**src/rtl/cavlc_pkg.sv**
```systemverilog
// Shared CAVLC constants: field widths, nC range encodings and token legality.
package cavlc_pkg;
    localparam int TC_W       = 5;
    localparam int T1_W       = 2;
    localparam int NC_W       = 2;
    localparam int CT_MAX_LEN = 16;
    localparam int CT_LEN_W   = 5;
    localparam int CNT_W      = $clog2(CT_MAX_LEN);

    localparam logic [NC_W-1:0] NC_0_2  = 2'd0;
    localparam logic [NC_W-1:0] NC_2_4  = 2'd1;
    localparam logic [NC_W-1:0] NC_4_8  = 2'd2;
    localparam logic [NC_W-1:0] NC_8_UP = 2'd3;

    function automatic logic ct_illegal(input logic [TC_W-1:0] tc, input logic [T1_W-1:0] t1);
        return ({3'd0, t1} > tc) || ((t1 == 2'd3) && (tc < 5'd3)) || (tc > 5'd16);
    endfunction
endpackage

```
**src/rtl/coeff_token_enc_lut.sv**
```systemverilog
// Combinational coeff_token codeword lookup (Table 9-5 luma columns plus the 6-bit FLC).
module coeff_token_enc_lut
    import cavlc_pkg::*;
(
    input  logic [TC_W-1:0]       tc,
    input  logic [T1_W-1:0]       t1,
    input  logic [NC_W-1:0]       nc,
    output logic [CT_MAX_LEN-1:0] code,
    output logic [CT_LEN_W-1:0]   len,
    output logic                  illegal
);
    // One row per TotalCoeff; fields ordered TrailingOnes 0,1,2,3 from the top. VLC codes all fit in 4 bits.
    localparam logic [19:0] LEN_NC0 [17] = '{
        {5'd1,  5'd0,  5'd0,  5'd0 }, {5'd6,  5'd2,  5'd0,  5'd0 }, {5'd8,  5'd6,  5'd3,  5'd0 },
        {5'd9,  5'd8,  5'd7,  5'd5 }, {5'd10, 5'd9,  5'd8,  5'd6 }, {5'd11, 5'd10, 5'd9,  5'd7 },
        {5'd13, 5'd11, 5'd10, 5'd8 }, {5'd13, 5'd13, 5'd11, 5'd9 }, {5'd13, 5'd13, 5'd13, 5'd10},
        {5'd14, 5'd14, 5'd13, 5'd11}, {5'd14, 5'd14, 5'd14, 5'd13}, {5'd15, 5'd15, 5'd14, 5'd14},
        {5'd15, 5'd15, 5'd15, 5'd14}, {5'd16, 5'd15, 5'd15, 5'd15}, {5'd16, 5'd16, 5'd16, 5'd15},
        {5'd16, 5'd16, 5'd16, 5'd16}, {5'd16, 5'd16, 5'd16, 5'd16}
    };
    localparam logic [15:0] CODE_NC0 [17] = '{
        16'h1000, 16'h5100, 16'h7410, 16'h7653, 16'h7653, 16'h7654, 16'hF654, 16'hBE54, 16'h8AD4,
        16'hFE94, 16'hBADC, 16'hFE9C, 16'hBAD8, 16'hF19C, 16'hBED8, 16'h7A9C, 16'h4658
    };
    localparam logic [19:0] LEN_NC2 [17] = '{
        {5'd2,  5'd0,  5'd0,  5'd0 }, {5'd6,  5'd2,  5'd0,  5'd0 }, {5'd6,  5'd5,  5'd3,  5'd0 },
        {5'd7,  5'd6,  5'd6,  5'd4 }, {5'd8,  5'd6,  5'd6,  5'd4 }, {5'd8,  5'd7,  5'd7,  5'd5 },
        {5'd9,  5'd8,  5'd8,  5'd6 }, {5'd11, 5'd9,  5'd9,  5'd6 }, {5'd11, 5'd11, 5'd11, 5'd7 },
        {5'd12, 5'd11, 5'd11, 5'd9 }, {5'd12, 5'd12, 5'd12, 5'd11}, {5'd12, 5'd12, 5'd12, 5'd11},
        {5'd13, 5'd13, 5'd13, 5'd12}, {5'd13, 5'd13, 5'd13, 5'd13}, {5'd13, 5'd14, 5'd13, 5'd13},
        {5'd14, 5'd14, 5'd14, 5'd13}, {5'd14, 5'd14, 5'd14, 5'd14}
    };
    localparam logic [15:0] CODE_NC2 [17] = '{
        16'h3000, 16'hB200, 16'h7730, 16'h7A95, 16'h7654, 16'h4656, 16'h7658, 16'hF654, 16'hBED4,
        16'hFA94, 16'hBEDC, 16'h8A98, 16'hFEDC, 16'hBA9C, 16'h7B68, 16'h98A1, 16'h7654
    };
    localparam logic [19:0] LEN_NC4 [17] = '{
        {5'd4,  5'd0,  5'd0,  5'd0 }, {5'd6,  5'd4,  5'd0,  5'd0 }, {5'd6,  5'd5,  5'd4,  5'd0 },
        {5'd6,  5'd5,  5'd5,  5'd4 }, {5'd7,  5'd5,  5'd5,  5'd4 }, {5'd7,  5'd5,  5'd5,  5'd4 },
        {5'd7,  5'd6,  5'd6,  5'd4 }, {5'd7,  5'd6,  5'd6,  5'd4 }, {5'd8,  5'd7,  5'd7,  5'd5 },
        {5'd8,  5'd8,  5'd7,  5'd6 }, {5'd9,  5'd8,  5'd8,  5'd7 }, {5'd9,  5'd9,  5'd8,  5'd8 },
        {5'd9,  5'd9,  5'd9,  5'd8 }, {5'd10, 5'd9,  5'd9,  5'd9 }, {5'd10, 5'd10, 5'd10, 5'd10},
        {5'd10, 5'd10, 5'd10, 5'd10}, {5'd10, 5'd10, 5'd10, 5'd10}
    };
    localparam logic [15:0] CODE_NC4 [17] = '{
        16'hF000, 16'hFE00, 16'hBFD0, 16'h8CEC, 16'hFABB, 16'hB89A, 16'h9ED9, 16'h8A98, 16'hFEDD,
        16'hBEAC, 16'hFADC, 16'hBE9C, 16'h8AD8, 16'hD79C, 16'h9CBA, 16'h5876, 16'h1432
    };

    logic [TC_W-1:0] tc_idx;
    logic [TC_W-1:0] tc_m1;
    logic [19:0]     len_row;
    logic [15:0]     code_row;
    logic [4:0]      vlc_len;
    logic [3:0]      vlc_code;

    always_comb begin
        illegal = ct_illegal(tc, t1);
        tc_idx  = illegal ? '0 : tc;
        tc_m1   = tc - TC_W'(1);

        case (nc)
            NC_0_2:  begin len_row = LEN_NC0[tc_idx]; code_row = CODE_NC0[tc_idx]; end
            NC_2_4:  begin len_row = LEN_NC2[tc_idx]; code_row = CODE_NC2[tc_idx]; end
            default: begin len_row = LEN_NC4[tc_idx]; code_row = CODE_NC4[tc_idx]; end
        endcase

        case (t1)
            2'd0:    begin vlc_len = len_row[19:15]; vlc_code = code_row[15:12]; end
            2'd1:    begin vlc_len = len_row[14:10]; vlc_code = code_row[11:8];  end
            2'd2:    begin vlc_len = len_row[9:5];   vlc_code = code_row[7:4];   end
            default: begin vlc_len = len_row[4:0];   vlc_code = code_row[3:0];   end
        endcase

        if (nc == NC_8_UP) begin
            len  = CT_LEN_W'(6);
            code = (tc == '0) ? 16'h0003 : {10'd0, tc_m1[3:0], t1};
        end else begin
            len  = vlc_len;
            code = {12'd0, vlc_code};
        end
    end
endmodule

```
**src/rtl/coeff_token_enc.sv**
```systemverilog
// coeff_token encoder: accepts one token, looks up its codeword and shifts it out MSB-first.
module coeff_token_enc
    import cavlc_pkg::*;
(
    input  logic            Clk,
    input  logic            Rst,
    input  logic            InValid,
    output logic            InReady,
    input  logic [TC_W-1:0] TotalCoeff,
    input  logic [T1_W-1:0] TrailingOnes,
    input  logic [NC_W-1:0] NcRange,
    output logic            OutValid,
    input  logic            OutReady,
    output logic            OutBit,
    output logic            OutLast,
    output logic            Error
);
    localparam logic [0:0] ST_IDLE  = 1'b0;
    localparam logic [0:0] ST_SHIFT = 1'b1;

    logic [0:0]            state_q, state_d;
    logic [CT_MAX_LEN-1:0] shreg_q, shreg_d;
    logic [CNT_W-1:0]      bit_cnt_q, bit_cnt_d;
    logic                  error_q, error_d;

    logic [CT_MAX_LEN-1:0] lut_code;
    logic [CT_LEN_W-1:0]   lut_len;
    logic                  lut_illegal;
    logic                  last_bit;
    logic                  accept;
    logic                  out_fire;

    coeff_token_enc_lut u_lut (
        .tc      (TotalCoeff),
        .t1      (TrailingOnes),
        .nc      (NcRange),
        .code    (lut_code),
        .len     (lut_len),
        .illegal (lut_illegal)
    );

    assign OutValid = (state_q == ST_SHIFT);
    assign last_bit = OutValid && (bit_cnt_q == '0);
    assign OutBit   = OutValid & shreg_q[CT_MAX_LEN-1];
    assign OutLast  = last_bit;
    // Accepting during the final bit lets the next codeword follow with no idle cycle.
    assign InReady  = (state_q == ST_IDLE) || (last_bit && OutReady);
    assign Error    = error_q;
    assign accept   = InValid && InReady;
    assign out_fire = OutValid && OutReady;

    always_comb begin
        state_d   = state_q;
        shreg_d   = shreg_q;
        bit_cnt_d = bit_cnt_q;
        error_d   = 1'b0;

        if (out_fire) begin
            shreg_d   = {shreg_q[CT_MAX_LEN-2:0], 1'b0};
            bit_cnt_d = bit_cnt_q - CNT_W'(1);
            if (last_bit) begin
                state_d   = ST_IDLE;
                bit_cnt_d = '0;
            end
        end

        if (accept) begin
            if (lut_illegal) begin
                error_d = 1'b1;
            end else begin
                state_d   = ST_SHIFT;
                shreg_d   = lut_code << (CT_LEN_W'(CT_MAX_LEN) - lut_len);
                bit_cnt_d = lut_len[CNT_W-1:0] - CNT_W'(1);
            end
        end
    end

    always_ff @(posedge Clk or posedge Rst) begin
        if (Rst) begin
            state_q   <= ST_IDLE;
            shreg_q   <= '0;
            bit_cnt_q <= '0;
            error_q   <= 1'b0;
        end else begin
            state_q   <= state_d;
            shreg_q   <= shreg_d;
            bit_cnt_q <= bit_cnt_d;
            error_q   <= error_d;
        end
    end
endmodule

```
**config.mk**
```make
export PLATFORM = sky130hd
export DESIGN_NAME = coeff_token_enc
export DESIGN_NICKNAME = d
export VERILOG_FILES = /design/src/rtl/cavlc_pkg.sv /design/src/rtl/coeff_token_enc_lut.sv /design/src/rtl/coeff_token_enc.sv
export SDC_FILE = /design/constraint.sdc
export NUM_CORES = 1
export LEC_CHECK = 0
export ABC_AREA = 1
export CAP_MARGIN = 10
export CELL_PAD_IN_SITES_DETAIL_PLACEMENT = 1
export CELL_PAD_IN_SITES_GLOBAL_PLACEMENT = 1
export CORE_ASPECT_RATIO = 0.5
export CORE_MARGIN = 2
export CORE_UTILIZATION = 43
export CTS_CLUSTER_SIZE = 10
export DETAILED_ROUTE_END_ITERATION = 8
export PLACE_DENSITY_LB_ADDON = 0.1
export SKIP_CTS_REPAIR_TIMING = 1
export SLEW_MARGIN = 20
export SYNTH_ARGS = -nofsm -noshare
export SYNTH_HDL_FRONTEND = slang
export SYNTH_SLANG_ARGS = --single-unit
```
**constraint.sdc**
```tcl
create_clock -name Clk -period 2.6 [get_ports Clk]
set_clock_uncertainty 0.05 [all_clocks]
set_input_delay 0.39 -clock Clk [delete_from_list [all_inputs] [get_ports Clk]]
set_output_delay 0.39 -clock Clk [all_outputs]
set_load 0.01 [all_outputs]
```
==> results.cfg, run 1 <==
[clocking]
htree_levels = 1
cts-root-buf = clkbuf_16
clkSinkCount = 22
cts.path.max_buffers = 2
cts_made_buffers = 3

[placement]
place.gp.congestion = 1.10
dp_slack_ns = -1.94
placed_area_um2 = 5390
port_buffers = 17
place_inst = 975
dpl.hpwl_um = 17600

[global_route]
track_usage_pct = 88.0
grt.overflow.total = 262
grt_max_degree = 23

[synthesis]
yosysMostFrequentCell = nand2_1
async_reset_ff_share_pct = 100
synth_edf_count = 0
synthTopCellsByArea = nand2_1 29%, dfrtp_1 14%, nand3_1 14%, ha_1 6.9%, inv_1 5.7%
synth_cells = 698
yosys.area.top_type_share_pct = 29.2
yosysSeqAreaShare_pct = 14.4
yosys.area.top_type = nand2_1
syn-cell-area_um2 = 3820
syn_nets = 732
synth_common_cells = 297 x nand2_1, 109 x nand3_1, 58 x inv_1
yosys_most_used_dff = dfrtp_1
yosysWarnings = 0
yosysUniqueCellTypes = 42
synth.avg_cell_area_um2 = 5.47
ys_seq_elements = 22

[run_status]
first-error = [ERROR GRT-0232] Routing congestion too high. Check the congestion heatmap in the GUI.
status = did not finish
stop_stage = 5_1_grt

[timing]
worst-ep-kind = sequential cell input
grt-worst-endpoint = shreg_q[12]$_DFF_PP0_/D

[die]
fp-row-count = 24
die_w_um = 137
die_y_um = 70.6
start_util_pct = 44.0
ioPinCount = 18
metrics by stage:
step | hold slack (ns) | utilization, % | TNS [ns]
3_3_place_gp | 0.444 | 62.1 | -30.43
2_1_floorplan | 0.329 | - | -13.89
4_1_cts | 0.550 | 62.9 | -37.52
3_5_place_dp | 0.480 | 62.1 | -37.58
routing by layer:
| metal | GRT overflow | track usage, % |
|---|---|---|
| met1 | 1 | 87.4 |
| met2 | 162 | 104 |
| met3 | 2 | 71.9 |
| met4 | 97 | 93.5 |
| met5 | 0 | 35.9 |
cell families after synthesis:
logic type                 count (synthesis)  synth area share (%)
and+or+nand+nor                          479                  54.3
adders and majority gates                 21                  6.88
xor gates and xnor gates                   2                 0.459
buffers and inverters                     92                  10.8
AOI/OAI and AO/OA                         82                  13.2
DFF                                       22                  14.4
==> run 2, diff against run 1 <==
--- a/config.mk
+++ b/config.mk
@@ -7,14 +7,10 @@
 export LEC_CHECK = 0
 export ABC_AREA = 1
 export CAP_MARGIN = 10
-export CELL_PAD_IN_SITES_DETAIL_PLACEMENT = 1
-export CELL_PAD_IN_SITES_GLOBAL_PLACEMENT = 1
-export CORE_ASPECT_RATIO = 0.5
 export CORE_MARGIN = 2
-export CORE_UTILIZATION = 43
-export CTS_CLUSTER_SIZE = 10
+export CORE_UTILIZATION = 40
 export DETAILED_ROUTE_END_ITERATION = 8
-export PLACE_DENSITY_LB_ADDON = 0.1
+export PLACE_DENSITY_LB_ADDON = 0.15
 export SKIP_CTS_REPAIR_TIMING = 1
 export SLEW_MARGIN = 20
 export SYNTH_ARGS = -nofsm -noshare
==> run 2 against run 1 <==
Effect of this change:
- the flow now finishes, with violations (negative setup slack)
- synthesized area stayed put
- synthesized cell count stayed put
==> results.cfg, run 2 <==
[run_status]
status = complete, but fails checks
violations = negative setup slack

[global_route]
grt.overflow.total = 0
use_met3_pct = 3.24
grtUsageMet1_pct = 40.5
grt_pass1_vias = 5286
track_usage_pct = 33.6
antenna_found_initial = 0
busiest_layer = met2
grt_pass1_wl_um = 26900
use_met2_pct = 59.4
grt_max_degree = 23

[synthesis]
yosysMostFrequentCell = nand2_1
synthTopCellsByArea = nand2_1 29%, dfrtp_1 14%, nand3_1 14%, ha_1 6.9%, inv_1 5.7%
yosysUniqueCellTypes = 42
yosys_most_used_dff = dfrtp_1
yosysWarnings = 0
synth.avg_cell_area_um2 = 5.47
syn_nets = 732
synth_edf_count = 0
synth_cells = 698
yosysSeqAreaShare_pct = 14.4
syn-cell-area_um2 = 3820
yosys.area.top_type = nand2_1
yosys.area.top_type_share_pct = 29.2
synth_common_cells = 297 x nand2_1, 109 x nand3_1, 58 x inv_1
ys_seq_elements = 22
async_reset_ff_share_pct = 100

[timing]
hold_slack_ns = 0.473
hold_viol_final = 0
relSlewSlack_pct = 43.7
rsz0062_at_grt = true
clock.fmax_mhz = 290
setup_viol = 20
period_share_pct = 133
final_max_slew_viol_count = 0
worst_slack_ns = -0.849
period_minus_slack_ns = 3.45
tightestPinTransition_ns = 0.843

[die]
die-area_um2 = 10300
die_w_um = 102
ioPinCount = 18
core_um2 = 9240
die_y_um = 102
fp-row-count = 35
start_util_pct = 41.3

[worst_setup_path]
critPathLaunchType = primary input
crit_required_ns = 2.76
crit_arrival_ns = 3.61
critPathKind = in2reg
worstSetupEndpointType = flip-flop
cp_max_fo = 10

[power_and_ir_drop]
p_switching_mw = 1.17
power.internal_mw = 1.37
p_clk_share_pct = 12.8
combPwrFrac_pct = 65.5
swShare_pct = 46.1
power_density_nw_per_um2 = 434
max-vdd-ir-drop_uv = 328
seqPwrFrac_pct = 21.7
power_leakage_nw = 3.15

[drt]
vias_per_cell = 5.44
vias = 5459
drc = 0
wl_um = 17600
dr.pass1.iters = 5
routedWlPerCell_um = 17.5
drt_iter0_markers = 608
postRouteAntennaNets = 0

[layout]
largest_reg_flops = 16
num_antenna_cells = 0
mostFrequentLayoutCells = 283 x nand2_1, 173 x buf_4, 88 x nand3_1, 47 x inv_1, 37 x nor2_1
finalNonFillerCells = 1004
nNetsFinal = 910
reg_top3 = shreg_q (16), bit_cnt_q (4)
fill_cells = 870
area_growth_pct = 53.2
seqCellArea_um2 = 551
post-route-util_pct = 63.3
layout_commonest_cell = nand2_1
multi_input_area_um2 = 3240
post-route-cell-area_um2 = 5850
largest_register = shreg_q
drive_above_1_share_pct = 33.0

[flow_run]
maxCapViolCount = 0

[placement]
port_buffers = 17
place_inst = 989
placed_area_um2 = 5400
dpl.hpwl_um = 14100
place.gp.congestion = 1.04

[clocking]
clkSinkCount = 22
insertion_delay_ns = 0.27
cts_tree = built
cts.path.max_buffers = 2
path_clk_slew_ns = 0.08
cts_made_buffers = 3
cts-root-buf = clkbuf_8
htree_levels = 1

[min_path]
min_path_type = reg2reg
## run 2: cell counts after synthesis
Identical to the previous run, type by type.
## run 2: final timing paths
kind                                   startpoint                    end  slack [ns]  depth (start not counted)
min                          shreg_q[0]$_DFF_PP0_   shreg_q[0]$_DFF_PP0_        0.47                          2
max                                 TotalCoeff[1]  shreg_q[10]$_DFF_PP0_       -0.85                         26
max reg2reg                bit_cnt_q[0]$_DFF_PP0_  shreg_q[12]$_DFF_PP0_        0.64                         13
min in group asynchronous                     Rst  shreg_q[12]$_DFF_PP0_        0.54                          2
min reg2reg                  shreg_q[0]$_DFF_PP0_   shreg_q[0]$_DFF_PP0_        0.47                          2
max in group asynchronous                     Rst   shreg_q[7]$_DFF_PP0_        1.44                          2
## run 2: power by group through the flow
stage               Sequential, mW  Clock (mW)  Combinational (mW)
floorplan                    0.535           0               0.911
global placement             0.551           0                1.47
detailed placement           0.556           0                1.49
CTS                          0.550       0.324                1.50
global route                 0.561       0.337                1.82
finish                       0.550       0.324                1.66
## run 2: per-layer routing
layer / up-vias / wire length [um]
li1: 2641 / -
met1: 2504 / 6860
met2: 246 / 8570
met3: 68 / 1200
met4: 0 / 960
met5: - / 0
## run 2: kinds of logic (layout without fill, tap and decap cells)
logic type | Yosys count | count (layout) | share of synthesized area, %
buffers and inverters | 92 | 268 | 10.8
DFF | 22 | 22 | 14.4
adders and majority gates | 21 | 21 | 6.88
xor gates and xnor gates | 2 | 2 | 0.459
and+or+nand+nor | 479 | 480 | 54.3
AOI/OAI and AO/OA | 82 | 82 | 13.2
## run 2: layout make-up
cell class | count | area share, %
Timing Repair Buffer | 195 | 26.2
Timing Repair inverter | 1 | 0.107
Sequential cell | 22 | 9.41
Multi-Input combinational cell | 585 | 55.4
Clock buffer | 3 | 0.706
Inverter | 68 | 4.94
Tap cell | 129 | 2.76
Clock inverter | 1 | 0.513
## run 2: worst max-delay path: stages
cell	delay, ns
buf_8	0.07
clkinvlp_4	0.11
ha_4	0.26
nand2_1	0.05
nand2_1	0.04
nand2_1	0.06
nand2_2	0.08
a21boi_4	0.20
inv_2	0.08
nor2_4	0.16
buf_6	0.16
inv_8	0.05
ha_4	0.27
inv_4	0.03
o211ai_1	0.22
nand3_1	0.16
a21oi_2	0.17
nand2_2	0.09
buf_4	0.18
o21ai_1	0.21
nand2_1	0.16
nor2_1	0.14
nand3_1	0.10
nand2_1	0.07
nand2_1	0.05
nand2_1	0.05
## run 2: stage by stage
stage | TNS (ns) | worst slack, ns | power [mW]
final | -15.29 | -0.849 | 2.54
after global routing | -18.44 | -1.02 | 2.72
after CTS | -27.04 | -1.44 | 2.37
after detailed placement | -32.21 | -1.69 | 2.04
after global placement | -30.74 | -1.60 | 2.02
after floorplan | -13.89 | -0.765 | 1.45
No activity file was read; power rests on OpenSTA's default activity.
==> run 3, diff against run 2 <==
--- a/config.mk
+++ b/config.mk
@@ -9,6 +9,7 @@
 export CAP_MARGIN = 10
 export CORE_MARGIN = 2
 export CORE_UTILIZATION = 40
+export CTS_CLUSTER_SIZE = 25
 export DETAILED_ROUTE_END_ITERATION = 8
 export PLACE_DENSITY_LB_ADDON = 0.15
 export SKIP_CTS_REPAIR_TIMING = 1
==> results of run 3 <==
The final DEF is identical to that of run 2; final timing and power are the same.
==> run 4, diff against run 3 <==
--- a/config.mk
+++ b/config.mk
@@ -7,7 +7,7 @@
 export LEC_CHECK = 0
 export ABC_AREA = 1
 export CAP_MARGIN = 10
-export CORE_MARGIN = 2
+export CORE_MARGIN = 1.5
 export CORE_UTILIZATION = 40
 export CTS_CLUSTER_SIZE = 25
 export DETAILED_ROUTE_END_ITERATION = 8
==> run 4 against run 3 <==
Effect of this change:
- the run still ends with negative setup slack left
- non-clock buffer count is 9 higher
- core utilization grew 0.60 points
- count of clock-buffer cells in the layout stayed put
- die area is 2.0% lower
- global-route usage rose by 2.1 points
- first-iteration DRC count down 21%
- power rose by 0.94%
- sequential power hardly changed
- worst hold slack improved by 0.0044 ns
- wire length rose by 3.0%
==> results.cfg, run 4 (synthesis gave the netlist of run 2 again) <==
[clocking]
path_clk_slew_ns = 0.09
cts-root-buf = clkbuf_8
clkSinkCount = 22
htree_levels = 1
cts_made_buffers = 3
cts_tree = built
cts.path.max_buffers = 2
insertion_delay_ns = 0.28

[power_and_ir_drop]
p_switching_mw = 1.18
power.internal_mw = 1.38
combPwrFrac_pct = 65.7
max-vdd-ir-drop_uv = 295
p_clk_share_pct = 12.9
seqPwrFrac_pct = 21.4
power_leakage_nw = 3.17
power_density_nw_per_um2 = 433
swShare_pct = 46.0

[timing]
worst_slack_ns = -0.863
setup_viol = 20
rsz0062_at_grt = true
period_minus_slack_ns = 3.46
hold_viol_final = 0
period_share_pct = 133
tightestPinTransition_ns = 0.890
clock.fmax_mhz = 289
relSlewSlack_pct = 40.6
final_max_slew_viol_count = 0

[layout]
drive_above_1_share_pct = 34.4
nNetsFinal = 918
fill_cells = 889
area_growth_pct = 54.6
largest_reg_flops = 16
multi_input_area_um2 = 3220
seqCellArea_um2 = 551
mostFrequentLayoutCells = 272 x nand2_1, 181 x buf_4, 91 x nand3_1, 46 x inv_1, 38 x nor2_1
post-route-cell-area_um2 = 5900
layout_commonest_cell = nand2_1
largest_register = shreg_q
reg_top3 = shreg_q (16), bit_cnt_q (4)
num_antenna_cells = 0

[drt]
dr.pass1.iters = 5
drt_iter0_markers = 479
routedWlPerCell_um = 17.9
vias = 5582
postRouteAntennaNets = 0
drc = 0
vias_per_cell = 5.52
wl_um = 18100

[worst_setup_path]
max_stage_delay_ns = 0.27
crit_required_ns = 2.73
startpoint = TotalCoeff[1]
regToRegStartpoint = bit_cnt_q[0]$_DFF_PP0_
critPathKind = in2reg
cp_max_fo = 8
r2r-end = shreg_q[9]$_DFF_PP0_
ff2ff_setup_slack_ns = 0.60
worstSetupEndpointType = flip-flop
cp_slowest_cell = ha_4
crit_top_cell = nand2_2
critPathLaunchType = primary input
crit_arrival_ns = 3.59
reg2reg_depth = 13
cp-endpoint = shreg_q[13]$_DFF_PP0_

[die]
core_um2 = 9240
die-area_um2 = 10100
fp-row-count = 35
die_w_um = 101
start_util_pct = 41.3
die_y_um = 101
ioPinCount = 18

[placement]
placed_area_um2 = 5460
port_buffers = 17
place.gp.congestion = 1.06
dpl.hpwl_um = 14500
dp_slack_ns = -1.64

[run_status]
status = complete, but fails checks
violations = negative setup slack

[global_route]
grt.overflow.total = 0
grt_max_degree = 23
track_usage_pct = 35.7
antenna_found_initial = 0
grt_pass1_vias = 5368
grt_pass1_wl_um = 27900

[flow_run]
maxCapViolCount = 0

[min_path]
min_path_type = reg2reg
-- run 4: cell count changes in the layout (fill, tap and decap cells not counted), moves of 2 or more --
cell | previous run | this run
nand2_2 | 16 | 28
nand2_1 | 283 | 272
buf_4 | 173 | 181
nand3_2 | 22 | 18
a21oi_2 | 5 | 8
nand3_1 | 88 | 91
a21oi_1 | 23 | 21
buf_12 | 0 | 2
inv_2 | 12 | 14
inv_4 | 5 | 3
inv_8 | 2 | 0
nor2_2 | 3 | 1
-- run 4: area by class of cell --
type,count,area share (%)
well taps,129,2.73
inverters,68,4.71
clock buffers,3,0.699
flip-flops and latches,22,9.33
clock inverters,1,0.509
repair buffers,204,27.4
multi-input cells,585,54.6
-- run 4: worst min-delay path by stage --
| stage | from | end | slack [ns] | cells past startpoint |
|---|---|---|---|---|
| CTS | shreg_q[0]$_DFF_PP0_ | shreg_q[0]$_DFF_PP0_ | 0.48 | 2 |
| global route | shreg_q[0]$_DFF_PP0_ | shreg_q[0]$_DFF_PP0_ | 0.52 | 2 |
| floorplan | Rst | Error$_DFF_PP0_ | 0.33 | 1 |
| detailed placement | shreg_q[0]$_DFF_PP0_ | shreg_q[0]$_DFF_PP0_ | 0.46 | 2 |
| global placement | shreg_q[0]$_DFF_PP0_ | shreg_q[0]$_DFF_PP0_ | 0.45 | 2 |
| finish | shreg_q[0]$_DFF_PP0_ | shreg_q[0]$_DFF_PP0_ | 0.48 | 2 |
-- run 4: power by group through the flow --
stage | registers (mW) | clock network, mW | logic, mW
floorplan | 0.535 | 0 | 0.911
global placement | 0.550 | 0 | 1.49
detailed placement | 0.555 | 0 | 1.51
CTS | 0.548 | 0.330 | 1.52
global route | 0.559 | 0.354 | 1.84
finish | 0.548 | 0.329 | 1.68
-- run 4: worst max-delay path, delay by kind of cell --
family                     cells  cell delay (ns)
buffers and inverters          7             0.72
AOI/OAI and AO/OA              4             0.50
adders and majority gates      3             0.58
and+or+nand+nor               15             1.38
-- run 4: through the flow --
step | cells | total power, mW | util (%) | setup TNS [ns] | hold WS, ns
after CTS | 999 | 2.40 | 59.9 | -25.42 | 0.482
after floorplan | 698 | 1.45 | - | -13.89 | 0.329
after global routing | 1012 | 2.75 | 63.9 | -19.19 | 0.522
final | 1012 | 2.56 | 63.9 | -15.61 | 0.477
after global placement | 995 | 2.04 | 59.1 | -28.97 | 0.446
after detailed placement | 995 | 2.07 | 59.1 | -30.82 | 0.461
-- run 4: routing by layer --
metal | share of wire [%] | global-route usage [%] | up-vias
met2 | 46 | 60.7 | 290
met5 | 0 | 0 | -
met3 | 8.4 | 6.66 | 97
met1 | 38 | 41.5 | 2543
met4 | 7.2 | 21.5 | 0
li1 | - | - | 2652
